<file path="src/rtl/keypad_scanner.sv">
// Matrix keypad front end: column scan, row synchroniser, per-frame
// single-key detection, press/release debounce and a valid/ack command port.
module keypad_scanner #(
  parameter int unsigned SCAN_DIV = 1000,
  parameter int unsigned DEBOUNCE = 4
) (
  input  logic       Clock,
  input  logic       Reset,
  input  logic [3:0] H,
  output logic [3:0] V,
  output logic       valid,
  output logic [3:0] cmd,
  input  logic       ack
);

  localparam int unsigned DIV_W = (SCAN_DIV > 1) ? $clog2(SCAN_DIV) : 1;
  localparam int unsigned CNT_W = $clog2(DEBOUNCE + 1);
  localparam logic [DIV_W-1:0] DIV_LAST = DIV_W'(SCAN_DIV - 1);
  localparam logic [CNT_W-1:0] DEB_MAX  = CNT_W'(DEBOUNCE);
  localparam logic [CNT_W-1:0] DEB_LAST = CNT_W'(DEBOUNCE - 1);

  typedef enum logic [1:0] {
    IDLE    = 2'd0,
    PRESENT = 2'd1,
    RELEASE = 2'd2
  } state_t;

  state_t state_q, state_d;

  logic [3:0]       h_meta, h_sync;
  logic [DIV_W-1:0] div_q;
  logic [1:0]       col_q;
  // Lows seen so far this frame: 0, 1, or 2 meaning "more than one".
  logic [1:0]       acc_n_q;
  logic [3:0]       acc_code_q;

  logic [3:0] low;
  logic       sample, frame_end, sample_zero, sample_one;
  logic [1:0] sample_row;
  logic [1:0] tot_n;
  logic [3:0] tot_code;
  logic       frame_key, frame_none;

  logic [CNT_W-1:0] cnt_q, cnt_d;
  logic [CNT_W-1:0] relcnt_q, relcnt_d;
  logic [3:0]       cand_q, cand_d;
  logic             valid_d;
  logic [3:0]       cmd_d;

  // Two-flop synchroniser for the asynchronous row inputs.
  always_ff @(posedge Clock) begin
    if (!Reset) begin
      h_meta <= '1;
      h_sync <= '1;
    end else begin
      h_meta <= H;
      h_sync <= h_meta;
    end
  end

  // Only the active column is pulled low.
  always_comb begin
    V = ~(4'b0001 << col_q);
  end

  // Classify the current sample and fold it into the running frame result.
  always_comb begin
    low         = ~h_sync;
    sample      = (div_q == DIV_LAST);
    frame_end   = sample && (col_q == 2'd3);
    sample_zero = (low == 4'd0);
    sample_one  = !sample_zero && ((low & (low - 4'd1)) == 4'd0);
    sample_row  = 2'd0;
    case (low)
      4'b0010: sample_row = 2'd1;
      4'b0100: sample_row = 2'd2;
      4'b1000: sample_row = 2'd3;
      default: sample_row = 2'd0;
    endcase
    if (sample_zero)                        tot_n = acc_n_q;
    else if (sample_one && acc_n_q == 2'd0) tot_n = 2'd1;
    else                                    tot_n = 2'd2;
    tot_code   = (acc_n_q == 2'd0) ? {sample_row, col_q} : acc_code_q;
    frame_key  = frame_end && (tot_n == 2'd1);
    frame_none = frame_end && (tot_n == 2'd0);
  end

  // Dwell counter, column index and frame accumulator; runs in every state.
  always_ff @(posedge Clock) begin
    if (!Reset) begin
      div_q      <= '0;
      col_q      <= '0;
      acc_n_q    <= '0;
      acc_code_q <= '0;
    end else if (sample) begin
      div_q      <= '0;
      col_q      <= col_q + 2'd1;
      acc_n_q    <= frame_end ? 2'd0 : tot_n;
      acc_code_q <= tot_code;
    end else begin
      div_q <= div_q + DIV_W'(1);
    end
  end

  // Debounce / handshake state register.
  always_ff @(posedge Clock) begin
    if (!Reset) begin
      state_q  <= IDLE;
      cnt_q    <= '0;
      relcnt_q <= '0;
      cand_q   <= '0;
      valid    <= 1'b0;
      cmd      <= '0;
    end else begin
      state_q  <= state_d;
      cnt_q    <= cnt_d;
      relcnt_q <= relcnt_d;
      cand_q   <= cand_d;
      valid    <= valid_d;
      cmd      <= cmd_d;
    end
  end

  // Next-state: press debounce in IDLE, hold in PRESENT, release debounce.
  always_comb begin
    state_d  = state_q;
    cnt_d    = cnt_q;
    relcnt_d = relcnt_q;
    cand_d   = cand_q;
    valid_d  = valid;
    cmd_d    = cmd;
    case (state_q)
      IDLE: begin
        // The frame that completes the count never coincides with issue,
        // so issuing takes priority over frame bookkeeping.
        if (cnt_q == DEB_MAX) begin
          valid_d = 1'b1;
          cmd_d   = cand_q;
          state_d = PRESENT;
        end else if (frame_key) begin
          if (tot_code == cand_q) begin
            cnt_d = cnt_q + CNT_W'(1);
          end else begin
            cand_d = tot_code;
            cnt_d  = CNT_W'(1);
          end
        end else if (frame_end) begin
          cnt_d = '0;
        end
      end
      PRESENT: begin
        if (ack) begin
          valid_d  = 1'b0;
          relcnt_d = '0;
          state_d  = RELEASE;
        end
      end
      RELEASE: begin
        if (frame_none) begin
          if (relcnt_q == DEB_LAST) begin
            state_d  = IDLE;
            cnt_d    = '0;
            cand_d   = '0;
            relcnt_d = '0;
          end else begin
            relcnt_d = relcnt_q + CNT_W'(1);
          end
        end else if (frame_end) begin
          relcnt_d = '0;
        end
      end
      default: state_d = IDLE;
    endcase
  end

endmodule

</file>
<file path="config.mk">
export PLATFORM = sky130hd
export DESIGN_NAME = keypad_scanner
export DESIGN_NICKNAME = d
export VERILOG_FILES = /design/src/rtl/keypad_scanner.sv
export SDC_FILE = /design/constraint.sdc
export NUM_CORES = 1
export LEC_CHECK = 0
export CAP_MARGIN = 20
export CORE_AREA = 2 2 123 77
export DETAILED_ROUTE_END_ITERATION = 10
export DIE_AREA = 0 0 125 79
export GPL_ROUTABILITY_DRIVEN = 1
export HOLD_SLACK_MARGIN = 0.05
export MAX_ROUTING_LAYER = met4
export PLACE_DENSITY = 0.52
export SETUP_SLACK_MARGIN = 0.3
export SYNTH_ARGS = -nofsm -noshare
export SYNTH_HDL_FRONTEND = slang
export SYNTH_SLANG_ARGS = --single-unit
</file>
<file path="constraint.sdc">
create_clock -name Clock -period 2.5 [get_ports Clock]
set_clock_uncertainty 0.05 [all_clocks]
set_input_delay 0.625 -clock Clock [delete_from_list [all_inputs] [get_ports Clock]]
set_output_delay 0.625 -clock Clock [all_outputs]
set_load 0.005 [all_outputs]
</file>
Word-level counts from Yosys, hierarchy flattened

Index checks and enable logic that the tools add are counted.

Register bits after elaboration: 43
Input port bits: 7
Output and inout bits: 9
Word-level logic and storage cells: 93

$add $sub $neg: 5
Eq/ne operators: 20
Shift operators: 1
Muxes and demuxes: 30
Bitwise operators: 4
Reduce and logical (&&, ||, !) cells: 21

Operators by type and width:

| cell                                                 | number |
|---|---|
| 2-to-1 mux 3 bit                                     | 9 |
| 2-to-1 mux 4 bit                                     | 6 |
| 2-to-1 mux 2 bit                                     | 7 |
| inequality test 2 bit (second input constant)        | 7 |
| one-hot mux 2 bit (3 select lines)                   | 2 |
| one-hot mux 3 bit (2 select lines)                   | 2 |
| adder 10 x 1 -> 10 bit (second input constant)       | 1 |
| equality test 10 bit (second input constant)         | 1 |
| logical NOT 4 bit                                    | 2 |
| inverter 4 bit                                       | 2 |
| one-hot mux 4 bit (2 select lines)                   | 1 |
| adder 3 x 1 -> 3 bit (second input constant)         | 2 |
| logical NOT 2 bit                                    | 3 |
| inequality test 3 bit (second input constant)        | 2 |
| AND reduction 3 bit                                  | 2 |
| AND reduction 6 bit                                  | 1 |
| nonzero test 2 bit                                   | 3 |
| logical AND 1 bit                                    | 5 |
| AND reduction 5 bit                                  | 1 |
| AND 4 bit                                            | 1 |
| equality test 2 x 1 -> 1 bit (second input constant) | 2 |
| equality test 2 bit (second input constant)          | 2 |
| equality test 4 x 2 -> 1 bit (second input constant) | 1 |
| equality test 4 x 3 -> 1 bit (second input constant) | 1 |
| other kinds (14)                                     | 15 |

Logic depth before layout (Yosys ltp)

Gate-level depths: netlist of run 1.

Depth in word-level cells: 13
Depth in mapped cells: 9
Gate-level depth less buffers: 8

Worst setup path before layout of run 1

OpenSTA, ideal clock, no wires.

Path type: register to register
Start point: reg cnt_q[0]
End point: reg cand_q[2]
Library setup time: 0.117 ns
Arrival: 1.874 ns
Data required time: 2.333 ns
Slack: 0.459 ns
Cell stages (with the launch flop): 8
Path buffers: 1
Clock period less this slack: 2.041 ns
Cell sequence: dfxtp_1 > inv_1 > ha_1 > nor4bb_1 > clkbuf_1 > or4_4 > a32o_1 > a22o_1

Cells in the longest elaborated chain, start to end: 3

Ends and longest elaborated chain:

| what                                   | line | text |
|---|---|---|
| start: declaration                     | 44   | `logic [CNT_W-1:0] cnt_q, cnt_d;` |
| start signal: assignment               | 116  | `cnt_q <= cnt_d;` |
| equality test 3 bit                    | 136  | `if (cnt_q == DEB_MAX) begin` |
| inequality test 2 bit (no source line) | n/a  |  |
| AND reduction 6 bit (no source line)   | n/a  |  |
| end signal: assignment                 | 118  | `cand_q <= cand_d;` |
| end: declaration                       | 46   | `logic [3:0] cand_q, cand_d;` |

No other way between the ends.
A chain may end at the register's enable or synchronous reset.

Worst setup path after layout of run 1

Start point: reg col_q[0]
End point: out V[2]

Cells in the longest elaborated chain, start to end: 2

Ends and longest elaborated chain:

| what                      | line | text |
|---|---|---|
| start: declaration        | 32   | `logic [1:0] col_q;` |
| start signal: assignment  | 97   | `col_q <= col_q + 2'd1;` |
| left shift 1 x 2 -> 4 bit | 63   | `V = ~(4'b0001 << col_q);` |
| inverter 4 bit            | 63   |  |
| end: declaration          | 10   | `output logic [3:0] V,` |

No other way between the ends.

==> flow_summary.toml, run 1 <==
[status]
outcome = "finished clean"

[logic_synthesis]
asyncSetResetFlopFracSynth = 0
synth_top_cell_area_share = 0.404
synth_seq_area_share = 0.404
ys_dominant_reg_cell = "sky130_fd_sc_hd__dfxtp_1"
post_synth_instance_area_um2 = 2130
post_synth_main_area_contributors = "sky130_fd_sc_hd__dfxtp_1 40%, sky130_fd_sc_hd__ha_1 4.7%, sky130_fd_sc_hd__xnor2_1 4.5%"
postSynthAreaPerCell_um2 = 8.96
synth-edff-count = 0
yosys_register_bits = 43
yosys_warnings = 0
yosysTopAreaCell = "sky130_fd_sc_hd__dfxtp_1"
postSynthNetCount = 253
synthDistinctLibCells = 49
netlist_instances = 238

[setup_path]
cpPeakStageDelay_ns = 0.48
required_time_at_the_worst_slack_endpoint_ns = 1.82
crit_slowest_cell = "sky130_fd_sc_hd__clkdlybuf4s50_1"
end_kind = "output port"
critPathTopFamily = "buffers and inverters"
crit-reg2reg-launch = "div_q[0]"
crit_arrival_ns = 1.46
critPathMaxFanout = 5
criticalPathCategory = "register to output port"
element_type_at_the_critical_path_start = "register"
timing.critical_path.buf_inv = 3
startpoint = "col_q[0]"
path_cells = "inv_2 -> ha_1 -> inv_1 -> clkdlybuf4s50_1"

[final_layout]
diodes = 0
synthToLayoutAreaGrowth_pct = 23.9
final_cell_area_um2 = 2640
layout.nets = 274
final_layout_size_suffix_gt1_frac = 0.131

[clock_tree]
cts-buffers-inserted = 5
clk_transition_reported_paths_ns = 0.06
clkSinkCount = 43
clock_insertion_delay_worst_skew_ns = 0.29
tritoncts = "yes"
ctsRootBufferMaster = "sky130_fd_sc_hd__clkbuf_16"
cts.htree.levels = 2
cts_max_path_buffers = 2
cts_hold_repair.buffers = 0

[run]
drv.max_cap_violation_count = 0

[timing]
timing.fmax_mhz = 468
tns_ns = 0
setup_viol = 0
maxSlewHeadroom = 0.595
timing_worst_slew_pin_value_ns = 0.600
post-route-period-util = 0.855
fin_worst_hold_slack_ns = 0.353
timing.final.crit_period_ns = 2.14
finalMaxSlewViolations = 0
rsz0062_at_grt = "true"
finalHoldViolations = 0

[drt]
totalWireLength_mm = 4.56
detail_route.wl_per_cell_um = 12.1
vias_per_cell = 4.36
via_count = 1639
final_antenna_net_count = 0
number_of_iterations_in_the_first_detailed_routing_pass = 4
first_iter_violations = 104
remaining_drc_errors = 0

[placed_design]
gp_congestion = 0.822
portBuffers = 15
placed_cell_area_um2 = 2430
hpwlAfterDp_mm = 3.28

[global_routing]
grt_pass1_vias = 1539
grt-ovfl-total = 0
wire_length_of_the_first_global_routing_pass_mm = 7.79
aggregate_global_route_resource_usage = 0.103
antenna_found_initial = 0
grt_start_max_net_pins = 34

[floorplan]
io_pins = 16
die_height_um = 79
fp.dieW_um = 125
die_area_um2 = 9880
placementRows = 27
coreArea_um2 = 8850
start_util = 0.241

[pwr]
report.power.total_uw = 1430
power_density_nw_per_um2 = 541
total_leakage_power_uw = 0.000954
ir_drop_mv = 0.213

[hold_path]
holdCritPathClass = "register to register"
hold_path_startpoint = "h_meta[0]"
==> cells by family (layout without fill, tap and decap cells) <==
logic type / Yosys count / in the layout / synth area share
buf+inv: 24 / 46 / 0.0487
simple gates: 102 / 102 / 0.268
mux: 6 / 6 / 0.0282
flops: 43 / 43 / 0.404
fa+ha+maj: 9 / 9 / 0.0516
compound gates: 40 / 40 / 0.142
xor+xnor: 14 / 14 / 0.0575
==> through the flow <==
step            util  instances  setup slack [ns]
2_1_floorplan      -        238             0.459
3_3_place_gp   0.275        366             0.242
3_5_place_dp   0.275        366             0.183
4_1_cts        0.295        376             0.297
5_1_grt        0.298        376             0.238
6_report       0.298        376             0.363
==> cells in the mapped netlist (2+ instances only) <==
cell type,number
sky130_fd_sc_hd__o21a_1,2
sky130_fd_sc_hd__o41ai_1,2
sky130_fd_sc_hd__nand2_1,18
sky130_fd_sc_hd__mux2i_1,6
sky130_fd_sc_hd__a21oi_1,6
sky130_fd_sc_hd__ha_1,8
sky130_fd_sc_hd__o211ai_1,3
sky130_fd_sc_hd__nor3_1,2
sky130_fd_sc_hd__nor2b_1,12
sky130_fd_sc_hd__clkbuf_1,5
sky130_fd_sc_hd__nor2_1,22
sky130_fd_sc_hd__buf_2,5
sky130_fd_sc_hd__inv_1,13
sky130_fd_sc_hd__a21boi_1,2
sky130_fd_sc_hd__o31ai_1,2
sky130_fd_sc_hd__o22ai_1,3
sky130_fd_sc_hd__xor2_1,3
sky130_fd_sc_hd__nor3b_1,3
sky130_fd_sc_hd__nand3_1,9
sky130_fd_sc_hd__xnor2_1,11
sky130_fd_sc_hd__a21boi_0,5
sky130_fd_sc_hd__and3_1,6
sky130_fd_sc_hd__o21ai_0,5
sky130_fd_sc_hd__nand2b_1,10
sky130_fd_sc_hd__nor4bb_1,2
sky130_fd_sc_hd__nand4_1,6
sky130_fd_sc_hd__and4_1,2
sky130_fd_sc_hd__a32o_1,2
sky130_fd_sc_hd__dfxtp_1,43
==> state kept, by name (all words and copies together) (netlist names) <==
register and flops:
relcnt_q 3, acc_code_q 4, cnt_q 3, h_sync 4
cmd 4, col_q 2, div_q 10, acc_n_q 2
state_q 2, cand_q 4, h_meta 4, valid 1
==> power breakdown <==
| part | internal (µW) | switching [µW] |
|---|---|---|
| combinational | 43.9 | 43.5 |
| sequential | 693 | 7.79 |
| clock | 369 | 271 |
| total | 1110 | 322 |
==> layer usage <==
layer  global-route usage  part of all wire  wire, µm  vias to the layer above
met5                    -                 0         0                        -
met4               0.0367             0.014        64                        0
met3               0.0384             0.053       242                        6
met2                0.126              0.34      1560                       21
met1                0.151              0.59      2700                      742
li1                     -                 -         -                      870
==> repair_timing <==
item / in CTS / in global routing
resized for setup: 7 / 9
endpoints found under the hold margin: 0 / 0
endpoints found under the setup margin: 8 / 12
pin swaps: 3 / 2
setup buffers: 2 / 0
==> cell usage in the layout (no fill, tap or decap), types with 3 or more instances in the layout <==
cell                              netlist  layout
sky130_fd_sc_hd__inv_1                 13      12
sky130_fd_sc_hd__mux2i_1                6       6
sky130_fd_sc_hd__a21oi_1                6       6
sky130_fd_sc_hd__nor2b_1               12      12
sky130_fd_sc_hd__buf_4                  0      10
sky130_fd_sc_hd__nand3_1                9       8
sky130_fd_sc_hd__nor2_1                22      21
sky130_fd_sc_hd__dfxtp_1               43      39
sky130_fd_sc_hd__xnor2_1               11      11
sky130_fd_sc_hd__o211ai_1               3       3
sky130_fd_sc_hd__xor2_1                 3       3
sky130_fd_sc_hd__nand2b_1              10      10
sky130_fd_sc_hd__and3_1                 6       6
sky130_fd_sc_hd__clkdlybuf4s50_1        0      13
sky130_fd_sc_hd__nand4_1                6       6
sky130_fd_sc_hd__clkbuf_16              0       5
sky130_fd_sc_hd__a21boi_0               5       5
sky130_fd_sc_hd__o22ai_1                3       3
sky130_fd_sc_hd__nand2_1               18      18
sky130_fd_sc_hd__o21ai_0                5       5
sky130_fd_sc_hd__nor3b_1                3       3
sky130_fd_sc_hd__ha_1                   8       6
==> final cells by class <==
type                    instances  area [µm²]
repair buffers                 25         230
multi-input cells             171        1200
clock buffers                   6         129
fillers                       935        6210
well taps                     116         145
clock inverters                 2        12.5
flip-flops and latches         43         871
inverters                      13        48.8
==> worst reg2reg max path: stages, from the launching register on <==
cell and delay, ns:
sky130_fd_sc_hd__dfxtp_1 0.35, sky130_fd_sc_hd__ha_2 0.23, sky130_fd_sc_hd__nand4b_1 0.16, sky130_fd_sc_hd__nor3_4 0.19, sky130_fd_sc_hd__o211ai_1 0.15, sky130_fd_sc_hd__or4_4 0.45, sky130_fd_sc_hd__a32o_1 0.21, sky130_fd_sc_hd__a22o_1 0.21
==> final timing paths <==
| check | endpoint | slack [ns] | depth (start not counted) |
|---|---|---|---|
| setup / recovery | V[2] | 0.36 | 4 |
| hold / removal | h_sync[0] | 0.35 | 1 |
| setup reg to reg | cand_q[2] | 0.40 | 7 |
| hold reg to reg | h_sync[0] | 0.35 | 1 |
(Power assumes the default switching activity.)
==> run 2, diff against run 1 <==
--- a/config.mk
+++ b/config.mk
@@ -14,6 +14,7 @@
 export MAX_ROUTING_LAYER = met4
 export PLACE_DENSITY = 0.52
 export SETUP_SLACK_MARGIN = 0.3
+export SKIP_CTS_REPAIR_TIMING = 1
 export SYNTH_ARGS = -nofsm -noshare
 export SYNTH_HDL_FRONTEND = slang
 export SYNTH_SLANG_ARGS = --single-unit
==> run 2 against run 1 <==
Against the previous run: via count shrank 0.24%; critical path depth is the same; sequential cell count is the same; design area grew 0.90%; combinational power grew 2.9%; fmax shrank 0.35%; die area is the same; hold slack is essentially flat; wire length is essentially flat; cell count is the same; count of clock-buffer cells in the layout is the same; utilization grew 0.27 points; largest cell class unchanged; largest power group unchanged; highest routed layer unchanged.
==> flow_summary.toml, run 2 (synthesized netlist as in run 1, its figures left out) <==
[timing]
post-route-period-util = 0.858
maxSlewHeadroom = 0.600
timing_worst_slew_pin_value_ns = 0.592
finalMaxSlewViolations = 0
timing.fmax_mhz = 466
finalHoldViolations = 0
tns_ns = 0
fin_worst_hold_slack_ns = 0.353
timing.final.crit_period_ns = 2.14
rsz0062_at_grt = "true"
setup_viol = 0

[drt]
number_of_iterations_in_the_first_detailed_routing_pass = 4
detail_route.wl_per_cell_um = 12.1
via_count = 1635
totalWireLength_mm = 4.56
remaining_drc_errors = 0
final_antenna_net_count = 0
first_iter_violations = 77
vias_per_cell = 4.35

[final_layout]
total_of_fill_cells_in_the_finished_design = 927
diodes = 0
layout.cells.most_common = "sky130_fd_sc_hd__dfxtp_1"
largest_register_ffs = 10
final_cell_count_no_fill = 376
layout.cells.most_common_list = "37 x sky130_fd_sc_hd__dfxtp_1, 21 x sky130_fd_sc_hd__nor2_1, 18 x sky130_fd_sc_hd__nand2_1"
registers.top_by_ff_count = "div_q"
synthToLayoutAreaGrowth_pct = 25.0
ff_latch_area_um2 = 873
layout.nets = 274
postLayoutCoreUtil = 0.301
multi_input_comb_area_um2 = 1230
final_layout_size_suffix_gt1_frac = 0.146

[setup_path]
setup_crit_end = "V[2]"
crit_arrival_ns = 1.47
startpoint = "col_q[0]"
crit-reg2reg-launch = "div_q[0]"
reg2regPathDepth = 7
end_kind = "output port"
criticalPathCategory = "register to output port"
critPathMaxFanout = 5
rrSetupSlack_ns = 0.36
element_type_at_the_critical_path_start = "register"
regToRegEndpoint = "cand_q[2]"
required_time_at_the_worst_slack_endpoint_ns = 1.82

[clock_tree]
clkSinkCount = 43
clock_insertion_delay_worst_skew_ns = 0.29
cts.htree.levels = 2
tritoncts = "yes"
ctsRootBufferMaster = "sky130_fd_sc_hd__clkbuf_16"
cts-buffers-inserted = 5
cts_max_path_buffers = 2
clk_transition_reported_paths_ns = 0.06

[placed_design]
hpwlAfterDp_mm = 3.28
gp_congestion = 0.822
placedCellCount = 366
portBuffers = 15

[pwr]
report.power.total_uw = 1440
pwr-share-comb = 0.063
ir_drop_mv = 0.225
netSwitchingFraction = 0.228
power_density_nw_per_um2 = 539
internal-power_uw = 1110
power_frac_clock = 0.448
power_frac_seq = 0.489
total_leakage_power_uw = 0.000956
p_switching_uw = 328

[floorplan]
placementRows = 27
io_pins = 16
die_height_um = 79
fp.dieW_um = 125
die_area_um2 = 9880
coreArea_um2 = 8850
start_util = 0.241

[status]
outcome = "finished clean"

[global_routing]
grt_start_max_net_pins = 34
grt-ovfl-total = 0
grt_pass1_vias = 1503
wire_length_of_the_first_global_routing_pass_mm = 7.66
antenna_found_initial = 0
aggregate_global_route_resource_usage = 0.102

[run]
drv.max_cap_violation_count = 0

[hold_path]
holdCritPathClass = "register to register"
## run 2: cell counts in the layout (fill, tap and decap cells not counted)
Identical to the previous run, type by type.
## run 2: worst min path at each step
| stage | from | to | slack (ns) | depth (start not counted) |
|---|---|---|---|---|
| global route | h_meta[2] | h_sync[2] | 0.38 | 1 |
| detailed placement | h_meta[0] | h_sync[0] | 0.34 | 1 |
| finish | h_meta[0] | h_sync[0] | 0.35 | 1 |
| floorplan | h_meta[0] | h_sync[0] | 0.34 | 1 |
| global placement | h_meta[2] | h_sync[2] | 0.34 | 1 |
| CTS | h_meta[0] | h_sync[0] | 0.35 | 1 |
## run 2: final cells by class
cell class                      instances  share of cell area
Timing Repair Buffer                   25              0.0864
Multi-Input combinational cell        171               0.460
Inverter                               13              0.0183
Sequential cell                        43               0.328
Tap cell                              116              0.0545
Clock buffer                            6              0.0484
Clock inverter                          2             0.00469
## run 2: power groups by stage
stage	registers, µW	logic (µW)	clock network, µW
finish	702	89.9	644
global route	704	101	688
CTS	703	85.7	670
detailed placement	718	85.6	0
global placement	718	85.4	0
floorplan	714	60.5	0
## run 2: routing by layer
layer,share of wire,track usage,vias to the layer above
met3,0.060,0.0384,6
met1,0.58,0.149,731
met4,0.014,0.0367,0
met2,0.34,0.122,26
met5,0,-,-
li1,-,-,872
## run 2: worst max-delay path, stage by stage (launching register included)
cell and delay [ns]:
sky130_fd_sc_hd__dfxtp_4 0.39, sky130_fd_sc_hd__inv_2 0.07, sky130_fd_sc_hd__ha_1 0.19, sky130_fd_sc_hd__inv_1 0.05, sky130_fd_sc_hd__clkdlybuf4s50_1 0.48
## run 2: stage by stage
stage / worst slack, ns / instance area (µm²)
2_1_floorplan: 0.459 / 2130
3_3_place_gp: 0.242 / 2430
3_5_place_dp: 0.183 / 2430
4_1_cts: 0.145 / 2570
5_1_grt: 0.246 / 2670
6_report: 0.356 / 2670
==> run 3, diff against run 2 <==
--- a/config.mk
+++ b/config.mk
@@ -5,14 +5,17 @@
 export SDC_FILE = /design/constraint.sdc
 export NUM_CORES = 1
 export LEC_CHECK = 0
+export ABC_CLOCK_PERIOD_IN_PS = 2500
 export CAP_MARGIN = 20
+export CELL_PAD_IN_SITES_DETAIL_PLACEMENT = 0
+export CELL_PAD_IN_SITES_GLOBAL_PLACEMENT = 2
 export CORE_AREA = 2 2 123 77
 export DETAILED_ROUTE_END_ITERATION = 10
 export DIE_AREA = 0 0 125 79
 export GPL_ROUTABILITY_DRIVEN = 1
 export HOLD_SLACK_MARGIN = 0.05
 export MAX_ROUTING_LAYER = met4
-export PLACE_DENSITY = 0.52
+export PLACE_DENSITY = 0.69
 export SETUP_SLACK_MARGIN = 0.3
 export SKIP_CTS_REPAIR_TIMING = 1
 export SYNTH_ARGS = -nofsm -noshare
==> run 3 against run 2 <==
Against the previous run: combinational power is 11% higher; sequential share of layout area is 0.53 points lower; die area stayed put; cell count is 1.3% higher; design area is 1.2% higher; worst setup slack worse by 0.0032 ns; global-route usage is 1.3 points higher; via count is 4.8% higher; highest routed layer unchanged; non-clock buffer count is 6 higher; critical path depth stayed put; sequential power hardly changed; sequential cell count stayed put.
==> flow_summary.toml, run 3 (synthesized netlist as in run 1, its figures left out) <==
[setup_path]
criticalPathCategory = "register to output port"
required_time_at_the_worst_slack_endpoint_ns = 1.82
end_kind = "output port"
reg2regPathDepth = 7
element_type_at_the_critical_path_start = "register"
crit-reg2reg-launch = "div_q[0]"
rrSetupSlack_ns = 0.36
startpoint = "col_q[0]"
regToRegEndpoint = "cand_q[1]"
critPathMaxFanout = 5
crit_arrival_ns = 1.47

[placed_design]
detailedPlace.worstSlack_ns = 0.242
portBuffers = 15
hpwlAfterDp_mm = 3.67
gp_congestion = 0.835

[drt]
first_iter_violations = 114
vias_per_cell = 4.50
final_antenna_net_count = 0
remaining_drc_errors = 0
via_count = 1713
number_of_iterations_in_the_first_detailed_routing_pass = 4
totalWireLength_mm = 5.08
detail_route.wl_per_cell_um = 13.3

[global_routing]
aggregate_global_route_resource_usage = 0.115
wire_length_of_the_first_global_routing_pass_mm = 8.52
grt-busiest-layer = "met1"
grt_pass1_vias = 1619
antenna_found_initial = 0
gr-usage-met1 = 0.171
grt-ovfl-total = 0
grtUsageMet3 = 0.0337
grt_use_met2 = 0.140
grt_start_max_net_pins = 34

[timing]
final_critical_path_setup_slack_ns = 0.353
timing_worst_slew_pin_value_ns = 0.436
finalHoldViolations = 0
rsz0062_at_grt = "true"
maxSlewHeadroom = 0.709
finalMaxSlewViolations = 0
timing.final.crit_period_ns = 2.15
tns_ns = 0
timing.fmax_mhz = 466
setup_viol = 0
post-route-period-util = 0.859

[clock_tree]
clock_insertion_delay_worst_skew_ns = 0.29
tritoncts = "yes"
cts.htree.levels = 2
cts-buffers-inserted = 5
ctsRootBufferMaster = "sky130_fd_sc_hd__clkbuf_16"
cts_max_path_buffers = 2
clkSinkCount = 43
clk_transition_reported_paths_ns = 0.06

[floorplan]
die_height_um = 79
io_pins = 16
coreArea_um2 = 8850
fp.dieW_um = 125
placementRows = 27
die_area_um2 = 9880
start_util = 0.241

[final_layout]
layout.cells.most_common = "sky130_fd_sc_hd__dfxtp_1"
synthToLayoutAreaGrowth_pct = 26.5
layout.nets = 280
largest_register_ffs = 10
final_layout_size_suffix_gt1_frac = 0.158
diodes = 0
total_of_fill_cells_in_the_finished_design = 962
layout.cells.most_common_list = "38 x sky130_fd_sc_hd__dfxtp_1, 22 x sky130_fd_sc_hd__nor2_1, 18 x sky130_fd_sc_hd__nand2_1"
registers.top_by_ff_count = "div_q"

[pwr]
ir_drop_mv = 0.202
total_leakage_power_uw = 0.000975
power_density_nw_per_um2 = 538

[hold_path]
hold_path_startpoint = "h_meta[2]"
holdCritPathClass = "register to register"
whs_path_depth = 1
timing.hold.worst_endpoint = "h_sync[2]"

[status]
outcome = "finished clean"

[run]
drv.max_cap_violation_count = 0
==> run 3: changes by cell type in the layout (fill, tap and decap cells not counted), sizes merged <==
cell,delta
clkdlybuf4s50,+1
dlymetal6s2s,-1
buf,+6
clkinvlp,-1
==> run 3: worst max-delay path, cell delays in order (launching register included) <==
cell,delay [ns]
sky130_fd_sc_hd__dfxtp_2,0.38
sky130_fd_sc_hd__inv_2,0.07
sky130_fd_sc_hd__ha_1,0.19
sky130_fd_sc_hd__inv_1,0.05
sky130_fd_sc_hd__clkdlybuf4s50_1,0.49
==> run 3: metrics by stage <==
stage / total power (µW) / area [µm²] / util / cells / hold WS [ns]
floorplan: 775 / 2130 / - / 238 / 0.336
global placement: 808 / 2450 / 0.277 / 368 / 0.346
detailed placement: 807 / 2450 / 0.277 / 368 / 0.355
CTS: 1460 / 2600 / 0.293 / 375 / 0.369
global route: 1520 / 2700 / 0.305 / 381 / 0.382
finish: 1450 / 2700 / 0.305 / 381 / 0.362
==> run 3: layout make-up <==
| cell class | count | area (µm²) | area share |
|---|---|---|---|
| clock inverters | 1 | 5.00 | 0.00186 |
| multi-input cells | 171 | 1220 | 0.451 |
| clock buffers | 6 | 139 | 0.0515 |
| flip-flops and latches | 43 | 870 | 0.322 |
| inverters | 13 | 48.8 | 0.0181 |
| well taps | 116 | 145 | 0.0538 |
| repair buffers | 31 | 273 | 0.101 |
==> run 3: layer usage <==
layer  wire, µm  vias up
met5          0        -
met4         52        0
met3        238        4
met2       1910       27
met1       2880      798
li1           -      884
==> run 3: worst max-delay path by stage <==
stage,endpoint,slack [ns],cells after the start
finish,V[2],0.35,4
global route,cand_q[1],0.26,7
CTS,V[3],0.20,3
detailed placement,cand_q[2],0.24,7
global placement,cand_q[2],0.29,7
floorplan,cand_q[2],0.46,7
==> run 3: report_power, final <==
| group | leakage (µW) | switching, µW | internal, µW |
|---|---|---|---|
| sequential | 0.000350 | 9.45 | 695 |
| combinational | 0.000552 | 48.8 | 51.1 |
| clock | 0.0000727 | 257 | 390 |
| total | 0.000975 | 315 | 1140 |
